## src/rtl/riscv_pkg.sv

```systemverilog
// riscv_pkg: RV32I opcode constants, decode enums and control bundle shared by the ID stage.
package riscv_pkg;
    localparam int XLEN_DEF = 32;
    localparam logic [6:0] OPC_LUI    = 7'h37;
    localparam logic [6:0] OPC_AUIPC  = 7'h17;
    localparam logic [6:0] OPC_JAL    = 7'h6f;
    localparam logic [6:0] OPC_JALR   = 7'h67;
    localparam logic [6:0] OPC_BRANCH = 7'h63;
    localparam logic [6:0] OPC_LOAD   = 7'h03;
    localparam logic [6:0] OPC_STORE  = 7'h23;
    localparam logic [6:0] OPC_OPIMM  = 7'h13;
    localparam logic [6:0] OPC_OP     = 7'h33;
    typedef enum logic [3:0] {
        OP_ADD, OP_SUB, OP_SLL, OP_SLT, OP_SLTU, OP_XOR, OP_SRL, OP_SRA,
        OP_OR, OP_AND, OP_BEQ, OP_BNE, OP_BLT, OP_BGE, OP_BLTU, OP_BGEU
    } op_e;
    typedef enum logic [2:0] {CAT_ARITH, CAT_LOAD, CAT_STORE, CAT_BRANCH, CAT_JUMP} cat_e;
    typedef struct packed {
        op_e        op;
        cat_e       cat;
        logic [4:0] rd;
        logic       rd_write;
        logic       rd_load;
        logic       sel_pc;
        logic       sel_imm;
        logic       branch;
        logic       jump;
        logic       illegal;
        logic       rs1_req;
        logic       rs2_req;
    } ctrl_t;
    function automatic op_e alu_op(input logic [2:0] f3, input logic alt);
        case (f3)
            3'd0: return alt ? OP_SUB : OP_ADD;
            3'd1: return OP_SLL;
            3'd2: return OP_SLT;
            3'd3: return OP_SLTU;
            3'd4: return OP_XOR;
            3'd5: return alt ? OP_SRA : OP_SRL;
            3'd6: return OP_OR;
            default: return OP_AND;
        endcase
    endfunction
    function automatic op_e br_op(input logic [2:0] f3);
        case (f3)
            3'd0: return OP_BEQ;
            3'd1: return OP_BNE;
            3'd4: return OP_BLT;
            3'd5: return OP_BGE;
            3'd6: return OP_BLTU;
            default: return OP_BGEU;
        endcase
    endfunction
endpackage

```

## src/rtl/stage_id_pipe_if.sv

```systemverilog
// stage_id_pipe_if: IF/ID input and ID/EX output handshake buses of the decode stage.
interface stage_id_pipe_if import riscv_pkg::*; #(parameter int XLEN = XLEN_DEF) ();
    logic            in_valid;
    logic            in_ready;
    logic [XLEN-1:0] in_pc;
    logic [31:0]     in_inst;
    logic            in_predict;
    logic            out_valid;
    logic            out_ready;
    logic [XLEN-1:0] out_pc;
    logic [XLEN-1:0] out_rs1_data;
    logic [XLEN-1:0] out_rs2_data;
    logic [XLEN-1:0] out_imm;
    logic [4:0]      out_rd_addr;
    logic            out_rd_write;
    logic            out_rd_load;
    op_e             out_op;
    cat_e            out_category;
    logic            out_sel_pc;
    logic            out_sel_imm;
    logic            out_branch;
    logic            out_jump;
    logic            out_predict;
    logic            out_illegal;
    modport master (
        output in_valid, in_pc, in_inst, in_predict, out_ready,
        input  in_ready, out_valid, out_pc, out_rs1_data, out_rs2_data, out_imm, out_rd_addr,
               out_rd_write, out_rd_load, out_op, out_category, out_sel_pc, out_sel_imm,
               out_branch, out_jump, out_predict, out_illegal
    );
    modport slave (
        input  in_valid, in_pc, in_inst, in_predict, out_ready,
        output in_ready, out_valid, out_pc, out_rs1_data, out_rs2_data, out_imm, out_rd_addr,
               out_rd_write, out_rd_load, out_op, out_category, out_sel_pc, out_sel_imm,
               out_branch, out_jump, out_predict, out_illegal
    );
endinterface

```

## src/rtl/stage_id_pipe_id_decoder.sv

```systemverilog
// id_decoder: combinational RV32I decode of an instruction word into immediate, jump target and controls.
module id_decoder import riscv_pkg::*; #(parameter int XLEN = XLEN_DEF) (
    input  logic [31:0]     inst,
    output logic [XLEN-1:0] imm,
    output logic [XLEN-1:0] tgt,
    output ctrl_t           ctrl
);
    logic [6:0] opc, f7;
    logic [2:0] f3;
    logic [XLEN-1:0] imm_i, imm_s, imm_b, imm_u, imm_j, shamt;
    logic ill;
    assign opc   = inst[6:0];
    assign f3    = inst[14:12];
    assign f7    = inst[31:25];
    assign imm_i = XLEN'($signed(inst[31:20]));
    assign imm_s = XLEN'($signed({inst[31:25], inst[11:7]}));
    assign imm_b = XLEN'($signed({inst[31], inst[7], inst[30:25], inst[11:8], 1'b0}));
    assign imm_u = XLEN'($signed({inst[31:12], 12'b0}));
    assign imm_j = XLEN'($signed({inst[31], inst[19:12], inst[20], inst[30:21], 1'b0}));
    assign shamt = XLEN'(inst[24:20]);
    // jumps put the link increment in imm and carry the real offset in tgt
    always_comb begin
        ctrl = '0;
        imm  = '0;
        tgt  = '0;
        ill  = 1'b0;
        case (opc)
            OPC_LUI, OPC_AUIPC: begin
                ctrl.rd_write = 1'b1;
                ctrl.sel_imm  = 1'b1;
                ctrl.sel_pc   = opc == OPC_AUIPC;
                imm           = imm_u;
            end
            OPC_JAL, OPC_JALR: begin
                ctrl.cat      = CAT_JUMP;
                ctrl.jump     = 1'b1;
                ctrl.rd_write = 1'b1;
                ctrl.sel_pc   = 1'b1;
                ctrl.sel_imm  = 1'b1;
                ctrl.rs1_req  = opc == OPC_JALR;
                imm           = XLEN'(4);
                tgt           = opc == OPC_JALR ? imm_i : imm_j;
                ill           = opc == OPC_JALR && f3 != 3'd0;
            end
            OPC_BRANCH: begin
                ctrl.cat     = CAT_BRANCH;
                ctrl.op      = br_op(f3);
                ctrl.branch  = 1'b1;
                ctrl.rs1_req = 1'b1;
                ctrl.rs2_req = 1'b1;
                imm          = imm_b;
                ill          = f3[2:1] == 2'b01;
            end
            OPC_LOAD: begin
                ctrl.cat      = CAT_LOAD;
                ctrl.rd_write = 1'b1;
                ctrl.rd_load  = 1'b1;
                ctrl.sel_imm  = 1'b1;
                ctrl.rs1_req  = 1'b1;
                imm           = imm_i;
                ill           = f3 == 3'd3 || f3 >= 3'd6;
            end
            OPC_STORE: begin
                ctrl.cat     = CAT_STORE;
                ctrl.sel_imm = 1'b1;
                ctrl.rs1_req = 1'b1;
                ctrl.rs2_req = 1'b1;
                imm          = imm_s;
                ill          = f3 > 3'd2;
            end
            OPC_OPIMM: begin
                ctrl.op       = alu_op(f3, f3 == 3'd5 && f7[5]);
                ctrl.rd_write = 1'b1;
                ctrl.sel_imm  = 1'b1;
                ctrl.rs1_req  = 1'b1;
                imm           = (f3 == 3'd1 || f3 == 3'd5) ? shamt : imm_i;
                ill           = (f3 == 3'd1 && f7 != 7'd0) || (f3 == 3'd5 && (f7 & 7'h5f) != 7'd0);
            end
            OPC_OP: begin
                ctrl.op       = alu_op(f3, f7[5]);
                ctrl.rd_write = 1'b1;
                ctrl.rs1_req  = 1'b1;
                ctrl.rs2_req  = 1'b1;
                ill           = (f7 & 7'h5f) != 7'd0 || (f7[5] && f3 != 3'd0 && f3 != 3'd5);
            end
            default: ill = 1'b1;
        endcase
        ctrl.rd = ctrl.rd_write ? inst[11:7] : 5'd0;
        if (ill) begin
            ctrl         = '0;
            ctrl.illegal = 1'b1;
            imm          = '0;
            tgt          = '0;
        end
    end
endmodule

```

## src/rtl/stage_id_pipe.sv

```systemverilog
// stage_id_pipe: registered RV32I decode stage with operand forwarding, load-use interlock and flush.
// STAGE_ID_EARLY_BRANCH_EN resolves branches in ID and pulses redirect_valid on a misprediction.
module stage_id_pipe import riscv_pkg::*; #(
    parameter int XLEN = XLEN_DEF,
    parameter int NFWD = 2,
    parameter int CNTW = 16
) (
    input  logic               clk,
    input  logic               rst,
    stage_id_pipe_if.slave     bus,
    input  logic               flush,
    output logic [4:0]         rf_raddr1,
    output logic [4:0]         rf_raddr2,
    input  logic [XLEN-1:0]    rf_rdata1,
    input  logic [XLEN-1:0]    rf_rdata2,
    input  logic [NFWD-1:0]    fwd_write,
    input  logic [NFWD-1:0]    fwd_pending,
    input  logic [NFWD*5-1:0]  fwd_addr,
    input  logic [NFWD*XLEN-1:0] fwd_data,
    output logic               stall_o,
    output logic [CNTW-1:0]    perf_stall_cnt,
    output logic               redirect_valid,
    output logic [XLEN-1:0]    redirect_pc
);
    typedef enum logic {EMPTY, FULL} state_e;
    state_e state, state_n;
    ctrl_t c;
    logic [XLEN-1:0] imm, tgt, op1, op2;
    logic pend1, pend2, accept;
    id_decoder #(.XLEN(XLEN)) u_dec (.inst(bus.in_inst), .imm(imm), .tgt(tgt), .ctrl(c));
    assign rf_raddr1 = bus.in_inst[19:15];
    assign rf_raddr2 = bus.in_inst[24:20];
    // walk oldest to youngest so the lowest matching index wins
    always_comb begin
        op1   = rf_rdata1;
        op2   = rf_rdata2;
        pend1 = 1'b0;
        pend2 = 1'b0;
        for (int i = NFWD - 1; i >= 0; i--) begin
            if (fwd_write[i] && fwd_addr[i*5+:5] == rf_raddr1) begin
                op1   = fwd_data[i*XLEN+:XLEN];
                pend1 = fwd_pending[i];
            end
            if (fwd_write[i] && fwd_addr[i*5+:5] == rf_raddr2) begin
                op2   = fwd_data[i*XLEN+:XLEN];
                pend2 = fwd_pending[i];
            end
        end
        if (!c.rs1_req || rf_raddr1 == 5'd0) begin
            op1   = '0;
            pend1 = 1'b0;
        end
        if (!c.rs2_req || rf_raddr2 == 5'd0) begin
            op2   = '0;
            pend2 = 1'b0;
        end
    end
    assign stall_o      = (pend1 | pend2) & bus.in_valid & !flush;
    assign bus.in_ready = !stall_o & (!bus.out_valid | bus.out_ready);
    assign accept       = bus.in_valid & bus.in_ready & !flush;
    always_ff @(posedge clk) state <= rst ? EMPTY : state_n;
    always_comb state_n = flush ? EMPTY : accept ? FULL : bus.out_ready ? EMPTY : state;
    always_comb bus.out_valid = state == FULL;
    always_ff @(posedge clk)
        if (rst) begin
            bus.out_pc       <= '0;
            bus.out_rs1_data <= '0;
            bus.out_rs2_data <= '0;
            bus.out_imm      <= '0;
            bus.out_rd_addr  <= '0;
            bus.out_rd_write <= 1'b0;
            bus.out_rd_load  <= 1'b0;
            bus.out_op       <= OP_ADD;
            bus.out_category <= CAT_ARITH;
            bus.out_sel_pc   <= 1'b0;
            bus.out_sel_imm  <= 1'b0;
            bus.out_branch   <= 1'b0;
            bus.out_jump     <= 1'b0;
            bus.out_predict  <= 1'b0;
            bus.out_illegal  <= 1'b0;
        end else if (accept) begin
            bus.out_pc       <= bus.in_pc;
            bus.out_rs1_data <= op1;
            bus.out_rs2_data <= c.jump ? tgt : op2;
            bus.out_imm      <= imm;
            bus.out_rd_addr  <= c.rd;
            bus.out_rd_write <= c.rd_write;
            bus.out_rd_load  <= c.rd_load;
            bus.out_op       <= c.op;
            bus.out_category <= c.cat;
            bus.out_sel_pc   <= c.sel_pc;
            bus.out_sel_imm  <= c.sel_imm;
`ifdef STAGE_ID_EARLY_BRANCH_EN
            bus.out_branch   <= 1'b0;
`else
            bus.out_branch   <= c.branch;
`endif
            bus.out_jump     <= c.jump;
            bus.out_predict  <= bus.in_predict;
            bus.out_illegal  <= c.illegal;
        end
    always_ff @(posedge clk)
        if (rst) perf_stall_cnt <= '0;
        else if (stall_o && !(&perf_stall_cnt)) perf_stall_cnt <= perf_stall_cnt + CNTW'(1);
`ifdef STAGE_ID_EARLY_BRANCH_EN
    logic taken;
    always_comb
        case (c.op)
            OP_BEQ:  taken = op1 == op2;
            OP_BNE:  taken = op1 != op2;
            OP_BLT:  taken = $signed(op1) < $signed(op2);
            OP_BGE:  taken = $signed(op1) >= $signed(op2);
            OP_BLTU: taken = op1 < op2;
            OP_BGEU: taken = op1 >= op2;
            default: taken = 1'b0;
        endcase
    // registered so the pulse lines up with out_valid and survives a flush in that cycle
    always_ff @(posedge clk)
        if (rst) begin
            redirect_valid <= 1'b0;
            redirect_pc    <= '0;
        end else begin
            redirect_valid <= accept & c.branch & (taken != bus.in_predict);
            if (accept && c.branch) redirect_pc <= taken ? bus.in_pc + imm : bus.in_pc + XLEN'(4);
        end
`else
    assign redirect_valid = 1'b0;
    assign redirect_pc    = '0;
`endif
endmodule
```

## src/flat_wrapper.sv

```systemverilog
// flat-port wrapper written by rule: the top's interface ports become plain ports
module stage_id_pipe_flat import riscv_pkg::*;
#(
    parameter int XLEN = XLEN_DEF,
    parameter int NFWD = 2,
    parameter int CNTW = 16
)
  (clk, rst, flush, rf_raddr1, rf_raddr2, rf_rdata1, rf_rdata2, fwd_write, fwd_pending, fwd_addr, fwd_data, stall_o, perf_stall_cnt, redirect_valid, redirect_pc, bus_in_valid, bus_in_pc, bus_in_inst, bus_in_predict, bus_out_ready, bus_in_ready, bus_out_valid, bus_out_pc, bus_out_rs1_data, bus_out_rs2_data, bus_out_imm, bus_out_rd_addr, bus_out_rd_write, bus_out_rd_load, bus_out_op, bus_out_category, bus_out_sel_pc, bus_out_sel_imm, bus_out_branch, bus_out_jump, bus_out_predict, bus_out_illegal);
  stage_id_pipe_if #(.XLEN(XLEN)) bus_i ();
  input  logic clk;
  input  logic rst;
  input  logic flush;
  output logic [4:0] rf_raddr1;
  output logic [4:0] rf_raddr2;
  input  logic [XLEN-1:0] rf_rdata1;
  input  logic [XLEN-1:0] rf_rdata2;
  input  logic [NFWD-1:0] fwd_write;
  input  logic [NFWD-1:0] fwd_pending;
  input  logic [NFWD*5-1:0] fwd_addr;
  input  logic [NFWD*XLEN-1:0] fwd_data;
  output logic stall_o;
  output logic [CNTW-1:0] perf_stall_cnt;
  output logic redirect_valid;
  output logic [XLEN-1:0] redirect_pc;
  input wire logic [$bits(bus_i.in_valid)-1:0] bus_in_valid;
  input wire logic [$bits(bus_i.in_pc)-1:0] bus_in_pc;
  input wire logic [$bits(bus_i.in_inst)-1:0] bus_in_inst;
  input wire logic [$bits(bus_i.in_predict)-1:0] bus_in_predict;
  input wire logic [$bits(bus_i.out_ready)-1:0] bus_out_ready;
  output wire logic [$bits(bus_i.in_ready)-1:0] bus_in_ready;
  output wire logic [$bits(bus_i.out_valid)-1:0] bus_out_valid;
  output wire logic [$bits(bus_i.out_pc)-1:0] bus_out_pc;
  output wire logic [$bits(bus_i.out_rs1_data)-1:0] bus_out_rs1_data;
  output wire logic [$bits(bus_i.out_rs2_data)-1:0] bus_out_rs2_data;
  output wire logic [$bits(bus_i.out_imm)-1:0] bus_out_imm;
  output wire logic [$bits(bus_i.out_rd_addr)-1:0] bus_out_rd_addr;
  output wire logic [$bits(bus_i.out_rd_write)-1:0] bus_out_rd_write;
  output wire logic [$bits(bus_i.out_rd_load)-1:0] bus_out_rd_load;
  output wire logic [$bits(bus_i.out_op)-1:0] bus_out_op;
  output wire logic [$bits(bus_i.out_category)-1:0] bus_out_category;
  output wire logic [$bits(bus_i.out_sel_pc)-1:0] bus_out_sel_pc;
  output wire logic [$bits(bus_i.out_sel_imm)-1:0] bus_out_sel_imm;
  output wire logic [$bits(bus_i.out_branch)-1:0] bus_out_branch;
  output wire logic [$bits(bus_i.out_jump)-1:0] bus_out_jump;
  output wire logic [$bits(bus_i.out_predict)-1:0] bus_out_predict;
  output wire logic [$bits(bus_i.out_illegal)-1:0] bus_out_illegal;
  assign bus_i.in_valid = bus_in_valid;
  assign bus_i.in_pc = bus_in_pc;
  assign bus_i.in_inst = bus_in_inst;
  assign bus_i.in_predict = bus_in_predict;
  assign bus_i.out_ready = bus_out_ready;
  assign bus_in_ready = bus_i.in_ready;
  assign bus_out_valid = bus_i.out_valid;
  assign bus_out_pc = bus_i.out_pc;
  assign bus_out_rs1_data = bus_i.out_rs1_data;
  assign bus_out_rs2_data = bus_i.out_rs2_data;
  assign bus_out_imm = bus_i.out_imm;
  assign bus_out_rd_addr = bus_i.out_rd_addr;
  assign bus_out_rd_write = bus_i.out_rd_write;
  assign bus_out_rd_load = bus_i.out_rd_load;
  assign bus_out_op = bus_i.out_op;
  assign bus_out_category = bus_i.out_category;
  assign bus_out_sel_pc = bus_i.out_sel_pc;
  assign bus_out_sel_imm = bus_i.out_sel_imm;
  assign bus_out_branch = bus_i.out_branch;
  assign bus_out_jump = bus_i.out_jump;
  assign bus_out_predict = bus_i.out_predict;
  assign bus_out_illegal = bus_i.out_illegal;
  stage_id_pipe #(.XLEN(XLEN), .NFWD(NFWD), .CNTW(CNTW)) u_core (.clk(clk), .rst(rst), .bus(bus_i), .flush(flush), .rf_raddr1(rf_raddr1), .rf_raddr2(rf_raddr2), .rf_rdata1(rf_rdata1), .rf_rdata2(rf_rdata2), .fwd_write(fwd_write), .fwd_pending(fwd_pending), .fwd_addr(fwd_addr), .fwd_data(fwd_data), .stall_o(stall_o), .perf_stall_cnt(perf_stall_cnt), .redirect_valid(redirect_valid), .redirect_pc(redirect_pc));
endmodule
```

## config.mk

```make
export PLATFORM = sky130hd
export DESIGN_NAME = stage_id_pipe_flat
export DESIGN_NICKNAME = d
export VERILOG_FILES = /design/src/rtl/riscv_pkg.sv /design/src/rtl/stage_id_pipe_if.sv /design/src/rtl/stage_id_pipe_id_decoder.sv /design/src/rtl/stage_id_pipe.sv /design/src/flat_wrapper.sv
export SDC_FILE = /design/constraint.sdc
export NUM_CORES = 1
export LEC_CHECK = 0
export BUFFER_PORTS_ARGS = -buffer_cell sky130_fd_sc_hd__buf_4
export CAP_MARGIN = 20
export CELL_PAD_IN_SITES_DETAIL_PLACEMENT = 0
export CELL_PAD_IN_SITES_GLOBAL_PLACEMENT = 1
export CORE_MARGIN = 2
export CORE_UTILIZATION = 35
export CTS_BUF_LIST = sky130_fd_sc_hd__clkbuf_4 sky130_fd_sc_hd__clkbuf_8 sky130_fd_sc_hd__clkbuf_16
export DETAILED_ROUTE_END_ITERATION = 10
export GPL_ROUTABILITY_DRIVEN = 0
export GPL_TIMING_DRIVEN = 0
export HOLD_SLACK_MARGIN = 0.03
export PLACE_DENSITY = 0.95
export SYNTH_ARGS = -nofsm -noshare
export SYNTH_HDL_FRONTEND = slang
export SYNTH_SLANG_ARGS = --single-unit
export TNS_END_PERCENT = 1
```

## constraint.sdc

```tcl
create_clock -name clk -period 4 [get_ports clk]
set_input_delay 0.4 -clock clk [delete_from_list [all_inputs] [get_ports clk]]
set_output_delay 0.4 -clock clk [all_outputs]
set_load 0.005 [all_outputs]
```

==> results.md <==
* Outcome: completed
* Clock transition at path regs at 0.07 ns
* Final HPWL DP at around 31000 um
* Initial core utilization at 0.358
* Asr flop ratio synth at 0
* P_leak at approximately 5.5 nW
* Hold Path Class: input pin to flip-flop
* Detail Route Antenna Nets at 0
* DR pass1 iterations at 7
* Reg-to-reg endpoint: u_core.perf_stall_cnt[14]$_SDFFE_PP0P_
* Synth Cell Area at a little under 0.009 mm2
* Slew HR at 0.439
* Maximum Capacitance Violations at 0
* Most frequent cell after synthesis: nand2_1
* Reg2reg start: u_core.perf_stall_cnt[7]$_SDFFE_PP0P_
* Final setup viols at 0
* Crit path time final at slightly above 3 ns
* Die Ht at about 160 um
* CTS resizes at 0
* Setup bufs post-CTS at 0
* Power per cell area at around 310 mW/mm2
* CTS Hold Bufs at 0
* Peak supply drop at slightly above 0.0002 V
* Total wire length at ~38000 um
* # DRC at 0
* Share of post-route cells with drive strength above 1 at 0.323
* Worst reg-to-reg setup slack at around 1.4 ns
* Global-route wire length before repair at 55800 um
* Synth area leaders: dfxtp_1 (38%), nand2_1 (9.9%), a21oi_1 (7.6%), buf_4 (4.8%), mux2i_1 (3.7%)
* CTS tree: built
* Vias per cell at between 5 and 6
* Worst setup SP type: input pin
* Data required time of the worst path at about 4.4 ns
* Largest net degree at the start of global routing at 17
* Number of global-route vias before repair at around 9.6k
* Hold Path Depth at 2
* Part of the cycle the worst path needs at 0.775
* Vias at approximately 10k
* Final nets at about 1.8k
* Fillers at about 2.5k
* Synth top cells by count: nand2_1 (230), dfxtp_1 (165), a21oi_1 (133)
* Core area at roughly 0.024 mm2
* Clock sinks at 165
* Max-slew violation count at 0
* Clk root buf: clkbuf_16
* #FFs+latches synth at about 170
* WHS Endpoint: u_core.bus.out_valid$_SDFFE_PP0P_
* Non-Filler Instances at 1896
* Sequential area share after synthesis at 0.377
* Row cnt at 57
* Hold Crit Start: flush
* I/O pins at around 420
* Final Skew at between 0.01 and 0.015 ns
* Later-pin clock latency in the skew report at between 0.4 and 0.5 ns
* Crit-path max FO at 10
* Setup TNS at 0 ns
* Worst EP arrival at 3.45 ns
* DIE AREA at 0.0263 mm2
* Yosys warnings at 0
* RSZ-0062 raised after global routing: false
* DRT iter0 DRCs at about 870
* Synth-to-Final Area Change at 45.7%
* Peak Freq at approximately 320 MHz
* Multi-input logic area at about 0.0047 mm2
* WS Path Type: input pin to flip-flop
* Avg Cell Area, Syn at between 7 and 8 um2
* Sequential Area at roughly 0.0033 mm2
* Largest area contributor in the synthesized netlist: dfxtp_1
* Placed cells at about 1.9k
* Crit. End Element: flip-flop
* Number of synthesized flops with an enable pin at 0
* Port bufs at around 380
* Count of final hold-check violations at 0
* Clk buf depth at 2
* Total GRT Usage at 0.278
* Least-Margin Pin Slew at 0.833 ns
* Worst R2R Path Depth at 9
* Die span in x at approximately 160 um
* Mapped Cells at ~1.1k
* Grt ovf at 0
* Placement Cell Area at 0.0122 mm2
* CTS H-tree lvls at 4
* Initial antenna violation count at 3
* Synth cell types at between 60 and 70
* Post-synth top area share at 0.377
* Most used DFF post-synth: dfxtp_1
* Num CTS Buffers at 17
* Final Instance Area at 0.0127 mm2
* Wirelength per Cell at about 20 um
==> sequential cells by signal (all words and copies together) (netlist names), 3 cells and up <==
signal,flops
u_core.bus.out_rs2_data,32
u_core.bus.out_imm,32
u_core.perf_stall_cnt,16
u_core.bus.out_category,3
u_core.bus.out_pc,32
u_core.bus.out_rs1_data,32
u_core.bus.out_op,4
u_core.bus.out_rd_addr,5
==> critical path, stage by stage <==
cell and delay (ns):
buf_4 0.10, nand2_1 0.16, or3_1 0.34, clkbuf_1 0.16
a2111oi_1 0.64, nand2_1 0.28, clkbuf_1 0.30, buf_2 0.28
a311oi_1 0.50, a21oi_1 0.08, a21oi_1 0.20
==> cells by family (layout without fill, tap and decap cells) <==
group           Yosys count  in the layout  synth area share
other cells               1             36          0.000428
simple gates            439            439             0.224
fa+ha+maj                 1              1           0.00143
compound gates          308            308             0.235
flops                   165            165             0.377
mux                      39             39            0.0456
xor+xnor                 22             22            0.0220
buf+inv                 146            562            0.0938
==> placed cells by master, fill, tap and decap left out, drive strengths merged, types with 6 or more instances in the layout <==
cell	n
buf	462
nand2	230
dfxtp	165
a21oi	133
clkbuf	81
nor2	80
nand3	35
o2111ai	33
conb	33
mux2i	32
o21ai	29
a311oi	28
nor3	23
o2bb2ai	20
a22o	16
nor3b	13
inv	13
nor2b	12
xnor2	12
a211oi	12
xor2	10
mux2	7
and3	7
and2	6
nand4	6
o31ai	6
==> routing by layer <==
| metal | GRT usage | share of wire |
|---|---|---|
| met5 | 0 | 0 |
| met4 | 0.110 | 0.033 |
| met3 | 0.0677 | 0.085 |
| met2 | 0.468 | 0.48 |
| met1 | 0.343 | 0.40 |
==> power by group <==
part	total, mW	internal, mW	switching [mW]
clock	1.66	0.886	0.771
combinational	0.612	0.299	0.313
sequential	1.70	1.68	0.0194
==> worst max-delay path by stage <==
stage / start / to / slack, ns / cells after the start
final: bus_in_inst[1] / u_core.bus.out_rs2_data[3]$_SDFFE_PP0P_ / 0.90 / 11
after detailed placement: bus_in_inst[1] / u_core.bus.out_rs2_data[1]$_SDFFE_PP0P_ / 0.49 / 11
after global routing: bus_in_inst[1] / u_core.bus.out_rs2_data[3]$_SDFFE_PP0P_ / 0.73 / 11
after CTS: bus_in_inst[1] / u_core.bus.out_rs2_data[1]$_SDFFE_PP0P_ / 0.95 / 11
after floorplan: bus_in_inst[25] / u_core.bus.out_imm[0]$_SDFFE_PP0P_ / 1.30 / 12
after global placement: bus_in_inst[1] / u_core.bus.out_rs2_data[1]$_SDFFE_PP0P_ / 0.54 / 11
==> stage by stage <==
step           power [mW]   util  setup slack, ns  hold slack (ns)
2_1_floorplan        1.99      -             1.30            0.448
3_3_place_gp         2.33  0.497            0.538            0.437
3_5_place_dp         2.34  0.497            0.491            0.443
4_1_cts              3.98  0.521            0.948            0.131
5_1_grt              4.11  0.521            0.733            0.143
6_report             3.96  0.521            0.899            0.152
==> area by class of cell <==
cell class,instances,share of cell area
Multi-Input combinational cell,842,0.372
Sequential cell,165,0.259
Timing Repair Buffer,385,0.227
Buffer,140,0.0626
Clock buffer,18,0.0340
Tap cell,324,0.0318
Clock inverter,13,0.0112
Inverter,6,0.00177
Antenna cell,3,0.000589
(Power assumes the default switching activity.)
